[src/rtl/fp_addsub_pkg.sv]
// Shared definitions for the ADD_SUB mantissa path: default widths, chunk count
// helper, FSM state encoding and the full-adder cell the subtractor is built from.
package fp_addsub_pkg;

   localparam int WIDTH_DEF = 26;
   localparam int CHUNK_DEF = 8;

   localparam logic [1:0] ST_IDLE = 2'd0;
   localparam logic [1:0] ST_SUB  = 2'd1;
   localparam logic [1:0] ST_NEG  = 2'd2;
   localparam logic [1:0] ST_DONE = 2'd3;

   function automatic int calc_nchunk(input int width, input int chunk);
      return (width + chunk - 1) / chunk;
   endfunction

   // Returns {carry_out, sum}.
   function automatic logic [1:0] full_add(input logic x, input logic y, input logic cin);
      return {(x & y) | (cin & (x ^ y)), x ^ y ^ cin};
   endfunction

endpackage

[src/rtl/mant_sub_serial_chunk.sv]
// CHUNK-bit ripple-borrow subtractor (x - y - bin) built from full adders with
// y inverted and carry-in = ~bin; bout is taken at bit TOP_BITS-1 for the top chunk.
module sub_chunk
   import fp_addsub_pkg::*;
#(
   parameter int CHUNK    = CHUNK_DEF,
   parameter int TOP_BITS = CHUNK_DEF
) (
   input  logic [CHUNK-1:0] x,
   input  logic [CHUNK-1:0] y,
   input  logic             bin,
   input  logic             is_top,
   output logic [CHUNK-1:0] d,
   output logic             bout
);

   always_comb begin
      logic       carry;
      logic       top_carry;
      logic [1:0] fa;
      carry     = ~bin;
      top_carry = 1'b0;
      d         = '0;
      for (int i = 0; i < CHUNK; i++) begin
         fa    = full_add(x[i], ~y[i], carry);
         d[i]  = fa[0];
         carry = fa[1];
         if (i == TOP_BITS - 1) top_carry = carry;
      end
      bout = is_top ? ~top_carry : ~carry;
   end

endmodule

[src/rtl/mant_sub_serial.sv]
// Chunk-serial magnitude subtractor: diff = |a - b|, neg = (a < b), zero = (a == b),
// with a second pass over the shared chunk subtractor to negate a borrowed result.
module mant_sub_serial
   import fp_addsub_pkg::*;
#(
   parameter int WIDTH = WIDTH_DEF,
   parameter int CHUNK = CHUNK_DEF
) (
   input  logic             clk,
   input  logic             rst,
   input  logic             start,
   output logic             in_ready,
   input  logic [WIDTH-1:0] a,
   input  logic [WIDTH-1:0] b,
   output logic             out_valid,
   input  logic             out_ready,
   output logic [WIDTH-1:0] diff,
   output logic             neg,
   output logic             zero
);

   localparam int NCHUNK   = calc_nchunk(WIDTH, CHUNK);
   localparam int PW       = NCHUNK * CHUNK;
   localparam int TOP_BITS = WIDTH - (NCHUNK - 1) * CHUNK;
   localparam int IDXW     = (NCHUNK > 1) ? $clog2(NCHUNK) : 1;

   logic [1:0]       state_q, state_d;
   logic [IDXW-1:0]  idx_q, idx_d;
   logic             borrow_q, borrow_d;
   logic [WIDTH-1:0] a_q, a_d, b_q, b_d;
   logic [PW-1:0]    raw_q, raw_d;
   logic [WIDTH-1:0] diff_q, diff_d;
   logic             neg_q, neg_d;
   logic             zero_q, zero_d;

   logic [PW-1:0]    a_pad, b_pad;
   logic [CHUNK-1:0] chunk_x, chunk_y, chunk_d;
   logic             chunk_bout, is_top;
   int               base;

   assign a_pad  = PW'(a_q);
   assign b_pad  = PW'(b_q);
   assign is_top = (idx_q == IDXW'(NCHUNK - 1));
   assign base   = int'(idx_q) * CHUNK;

   // The NEG pass reuses the same subtractor as 0 - raw, overwriting raw in place.
   always_comb begin
      chunk_x = '0;
      chunk_y = b_pad[base +: CHUNK];
      if (state_q == ST_NEG) begin
         chunk_y = raw_q[base +: CHUNK];
      end else begin
         chunk_x = a_pad[base +: CHUNK];
      end
   end

   sub_chunk #(
      .CHUNK   (CHUNK),
      .TOP_BITS(TOP_BITS)
   ) u_sub_chunk (
      .x     (chunk_x),
      .y     (chunk_y),
      .bin   (borrow_q),
      .is_top(is_top),
      .d     (chunk_d),
      .bout  (chunk_bout)
   );

   always_comb begin
      state_d  = state_q;
      idx_d    = idx_q;
      borrow_d = borrow_q;
      a_d      = a_q;
      b_d      = b_q;
      raw_d    = raw_q;
      diff_d   = diff_q;
      neg_d    = neg_q;
      zero_d   = zero_q;
      case (state_q)
         ST_IDLE: begin
            if (start) begin
               a_d      = a;
               b_d      = b;
               borrow_d = 1'b0;
               idx_d    = '0;
               state_d  = ST_SUB;
            end
         end
         ST_SUB, ST_NEG: begin
            raw_d[base +: CHUNK] = chunk_d;
            borrow_d             = chunk_bout;
            if (!is_top) begin
               idx_d = idx_q + IDXW'(1);
            end else if (state_q == ST_SUB && chunk_bout) begin
               neg_d    = 1'b1;
               borrow_d = 1'b0;
               idx_d    = '0;
               state_d  = ST_NEG;
            end else begin
               diff_d  = raw_d[WIDTH-1:0];
               zero_d  = (raw_d[WIDTH-1:0] == '0);
               if (state_q == ST_SUB) neg_d = 1'b0;
               state_d = ST_DONE;
            end
         end
         default: begin
            if (out_ready) state_d = ST_IDLE;
         end
      endcase
   end

   always_ff @(posedge clk) begin
      if (rst) begin
         state_q  <= ST_IDLE;
         idx_q    <= '0;
         borrow_q <= 1'b0;
         a_q      <= '0;
         b_q      <= '0;
         raw_q    <= '0;
         diff_q   <= '0;
         neg_q    <= 1'b0;
         zero_q   <= 1'b0;
      end else begin
         state_q  <= state_d;
         idx_q    <= idx_d;
         borrow_q <= borrow_d;
         a_q      <= a_d;
         b_q      <= b_d;
         raw_q    <= raw_d;
         diff_q   <= diff_d;
         neg_q    <= neg_d;
         zero_q   <= zero_d;
      end
   end

   assign in_ready  = (state_q == ST_IDLE);
   assign out_valid = (state_q == ST_DONE);
   assign diff      = diff_q;
   assign neg       = neg_q;
   assign zero      = zero_q;

endmodule
[config.mk]
export PLATFORM = sky130hd
export DESIGN_NAME = mant_sub_serial
export DESIGN_NICKNAME = d
export VERILOG_FILES = /design/src/rtl/fp_addsub_pkg.sv /design/src/rtl/mant_sub_serial_chunk.sv /design/src/rtl/mant_sub_serial.sv
export SDC_FILE = /design/constraint.sdc
export NUM_CORES = 1
export LEC_CHECK = 0
export ABC_CLOCK_PERIOD_IN_PS = 7800
export CAP_MARGIN = 20
export CELL_PAD_IN_SITES_DETAIL_PLACEMENT = 1
export CELL_PAD_IN_SITES_GLOBAL_PLACEMENT = 2
export CORE_ASPECT_RATIO = 0.75
export CORE_MARGIN = 2
export CORE_UTILIZATION = 32
export DETAILED_ROUTE_END_ITERATION = 10
export HOLD_SLACK_MARGIN = 0.06
export PLACE_DENSITY_LB_ADDON = 0.1
export SETUP_SLACK_MARGIN = 0.02
export SYNTH_ARGS = -nofsm -noshare
export SYNTH_HDL_FRONTEND = slang
export SYNTH_HIERARCHICAL = 1
export SYNTH_SLANG_ARGS = --single-unit
[constraint.sdc]
create_clock -name clk -period 7.8 [get_ports clk]
set_input_delay 1.56 -clock clk [delete_from_list [all_inputs] [get_ports clk]]
set_output_delay 1.56 -clock clk [all_outputs]
set_load 0.01 [all_outputs]
==> qor.txt <==
Status - finished clean
Startpoint Class - flip-flop
Detail Route Antenna Nets - 0
Final Hold Vio Count - 0
Clk_lat worst skew - 0.42 ns
Required @ worst endpoint - 8.14 ns
Root Driver - clkbuf_16
HP Class - reg2reg
Setup violation total in the final timing report - 0
Power per cell area - 260.6 nW/um^2
Dominant delay contributor by cell family on the critical path - adder cells
Power, Total - 1.866 mW
Initial drt markers - 441
Final #Nets - 824
Ys Warns - 6
Worst Setup End Kind - flip-flop
Max Slew Vio Count - 0
Wire length per cell - 18.90 um
Met2 Wirelength - 7992 um
DR DRC count - 0
Met3 Routed Length - 1201 um
Layout cell share with drive strength beyond 1 - 0.06842
Synth Instances - 697
Die Span Y - 119.3 um
Ys async rst share - 0
CP cell instances - mux4_2, nand2_1, nand2_1, fa_1, fa_1, fa_1, fa_1, fa_1, fa_1, fa_1, fa_1, mux2_4, nand2_1, nand3_1, buf_4, or4_1, o32ai_2
Sequential area share after synthesis - 0.4132
CP Depth - 17
Final Cycle Share - 0.8289
Max-cap check violation count - 0
Port bufs - 85
CTS resizes - 0
Area delta synth->final - 26.29%
CP Max Fanout - 17
Net load switching power - 0.6615 mW
Synth area leaders - dfxtp_1 41%, nand2_1 9.2%, a21oi_1 7.4%, nor2_1 4.8%, clkbuf_1 3.0%
Cell area after layout - 7159 sq um
Largest stage delay on the critical path - 0.84 ns
Setup repair bufs after CTS - 0
Hold buffers post-CTS - 0
Worst slew margin - 0.3719
Cell with the most instances after synthesis - nand2_1
Full die area - 18810 sq um
Clk slew on worst S/H paths - 0.06 ns
Switching part of the total - 0.3546
Post-Syn Area - 5669 sq um
HPWL Detailed - 13670 um
Number of global-route vias before repair - 5382
Mean post-synth cell area - 8.134 sq um
WS Path Type - reg2reg
Worst slew pin tran - 0.9380 ns
Cell accounting for the most synthesized area - dfxtp_1
CTS H-tree depth - 4
Seq pwr share - 0.365
FMAX - 154.7 MHz
Slowest cell on the critical path - dfxtp_1
Clock tree buffer depth - 2
Post-Route WL - 18960 um
Peak VDD IR - 0.0001293 V
Routed length on met1 - 9405 um
Fin Setup TNS - 0 ns
Vias - 5244
Tot GR Track Use - 0.2131
Internal - 1.204 mW
Global route total overflow - 0
Synth top area share - 0.4132
Initial Utilization - 0.3240
First-pass GRT wire length - 30210 um
Top Ports - 86
LEAKAGE - 2.568 nW
RD Place Congestion - 0.8435
Combinational share of power - 0.265
Most used DFF post-synth - dfxtp_1
DR vias/cell - 5.228
Initial antenna violation count - 2
Post-DP Area - 6651 sq um
Period minus WS final - 6.466 ns
Num CTS Buffers - 17
Hold depth - 2
DRT Pass-1 Iters - 5
Clock Power Share - 0.370
Top layer in use - met5
CTS tree - yes
Core area - 17500 sq um
Most frequent cells after synthesis - 139 x nand2_1, 117 x dfxtp_1, 84 x a21oi_1
Worst clock skew - 0.01054 ns
Row count - 42
Largest net degree at the start of global routing - 85
Critical Path AT - 6.81 ns
Fillcell total - 2072
Worst Path Buf+Inv - 1
Die Wd - 157.7 um
Register bit count reported by yosys - 117
RSZ-0062 raised after global routing - no
Reg2reg path depth - 17
Clock Sink Count - 117
Synth cell types - 46
Number of synthesized flops with an enable pin - 0
CP most frequent cell - fa_1
Syn nets - 771
[logic make-up (layout without fill, tap and decap cells)]
kind of cell               after synthesis  after routing  synth area share
DFF                                    117            117            0.4132
buffers and inverters                   83            146           0.05716
adders and majority gates               18             18           0.05032
muxes                                   27             27           0.07901
other                                    0              1                 0
AOI/OAI and AO/OA                      152            152            0.1688
and+or+nand+nor                        300            300            0.2315
[per-layer routing]
layer  GRT usage  vias to the layer above
met4     0.06761                        2
met3     0.06841                       28
li1            -                     2518
met2      0.3033                      140
met1      0.3040                     2556
met5           0                        -
[path summary, 6_finish.rpt]
kind	startpoint	to	slack, ns
max	idx_q[0]$_SDFFE_PP0P_	zero$_SDFFE_PP0P_	1.33
min	a_q[8]$_SDFFE_PP0P_	a_q[8]$_SDFFE_PP0P_	0.45
max reg2reg	idx_q[0]$_SDFFE_PP0P_	zero$_SDFFE_PP0P_	1.33
min reg2reg	a_q[8]$_SDFFE_PP0P_	a_q[8]$_SDFFE_PP0P_	0.45
[per-stage QoR]
stage	setup slack (ns)	cells	util	hold slack [ns]
CTS	1.346	1002	0.4090	0.4565
detailed placement	1.373	973	0.3801	0.4484
global placement	1.598	973	0.3801	0.4432
finish	1.334	1003	0.4091	0.4544
floorplan	1.625	697	-	0.4315
global route	1.121	1002	0.4090	0.4791
[layout by cell type, fill, tap and decap left out, types with 7 or more instances in the layout]
master | Yosys | routed
o21ai_0 | 10 | 10
a311oi_1 | 8 | 8
nor2_1 | 72 | 72
nor2b_1 | 10 | 10
a21oi_1 | 84 | 84
clkdlybuf4s50_1 | 0 | 84
inv_1 | 21 | 21
dfxtp_1 | 117 | 117
nand2_1 | 139 | 139
ha_1 | 10 | 10
clkbuf_16 | 0 | 17
a22oi_1 | 8 | 8
a211oi_1 | 7 | 7
fa_1 | 8 | 8
mux2i_1 | 14 | 14
a221oi_1 | 14 | 14
a31oi_1 | 7 | 7
a32oi_1 | 7 | 7
nand3_1 | 25 | 25
buf_4 | 1 | 10
nand2b_1 | 10 | 10
nor3_1 | 20 | 20
[area by class of cell]
| class | count | area (sq um) | area share |
|---|---|---|---|
| clock buffer | 19 | 442.9 | 0.06187 |
| multi-input combinational | 497 | 3004 | 0.4196 |
| inverter | 23 | 86.33 | 0.01206 |
| antenna | 1 | 2.502 | 0.0003495 |
| timing repair buffer | 94 | 915.9 | 0.1279 |
| tap | 242 | 302.8 | 0.04229 |
| sequential | 117 | 2342 | 0.3272 |
| clock inverter | 10 | 62.56 | 0.008738 |
[sequential cells by signal (all words and copies together) (netlist names)]
signal / count
neg: 1
b_q: 26
zero: 1
borrow_q: 1
raw_q: 32
state_q: 2
idx_q: 2
a_q: 26
diff: 26
[worst min-delay path: stages (launching register included)]
cell and delay, ns:
dfxtp_1 0.30, nand2_1 0.05, a21oi_1 0.05
[power groups by stage]
stage	registers [mW]	logic [mW]	clock network (mW)
2_1_floorplan	0.670	0.334	0
3_3_place_gp	0.692	0.474	0
3_5_place_dp	0.695	0.482	0
4_1_cts	0.682	0.487	0.701
5_1_grt	0.687	0.537	0.737
6_report	0.682	0.494	0.690
Note: power is estimated with default switching activity, not from simulation.
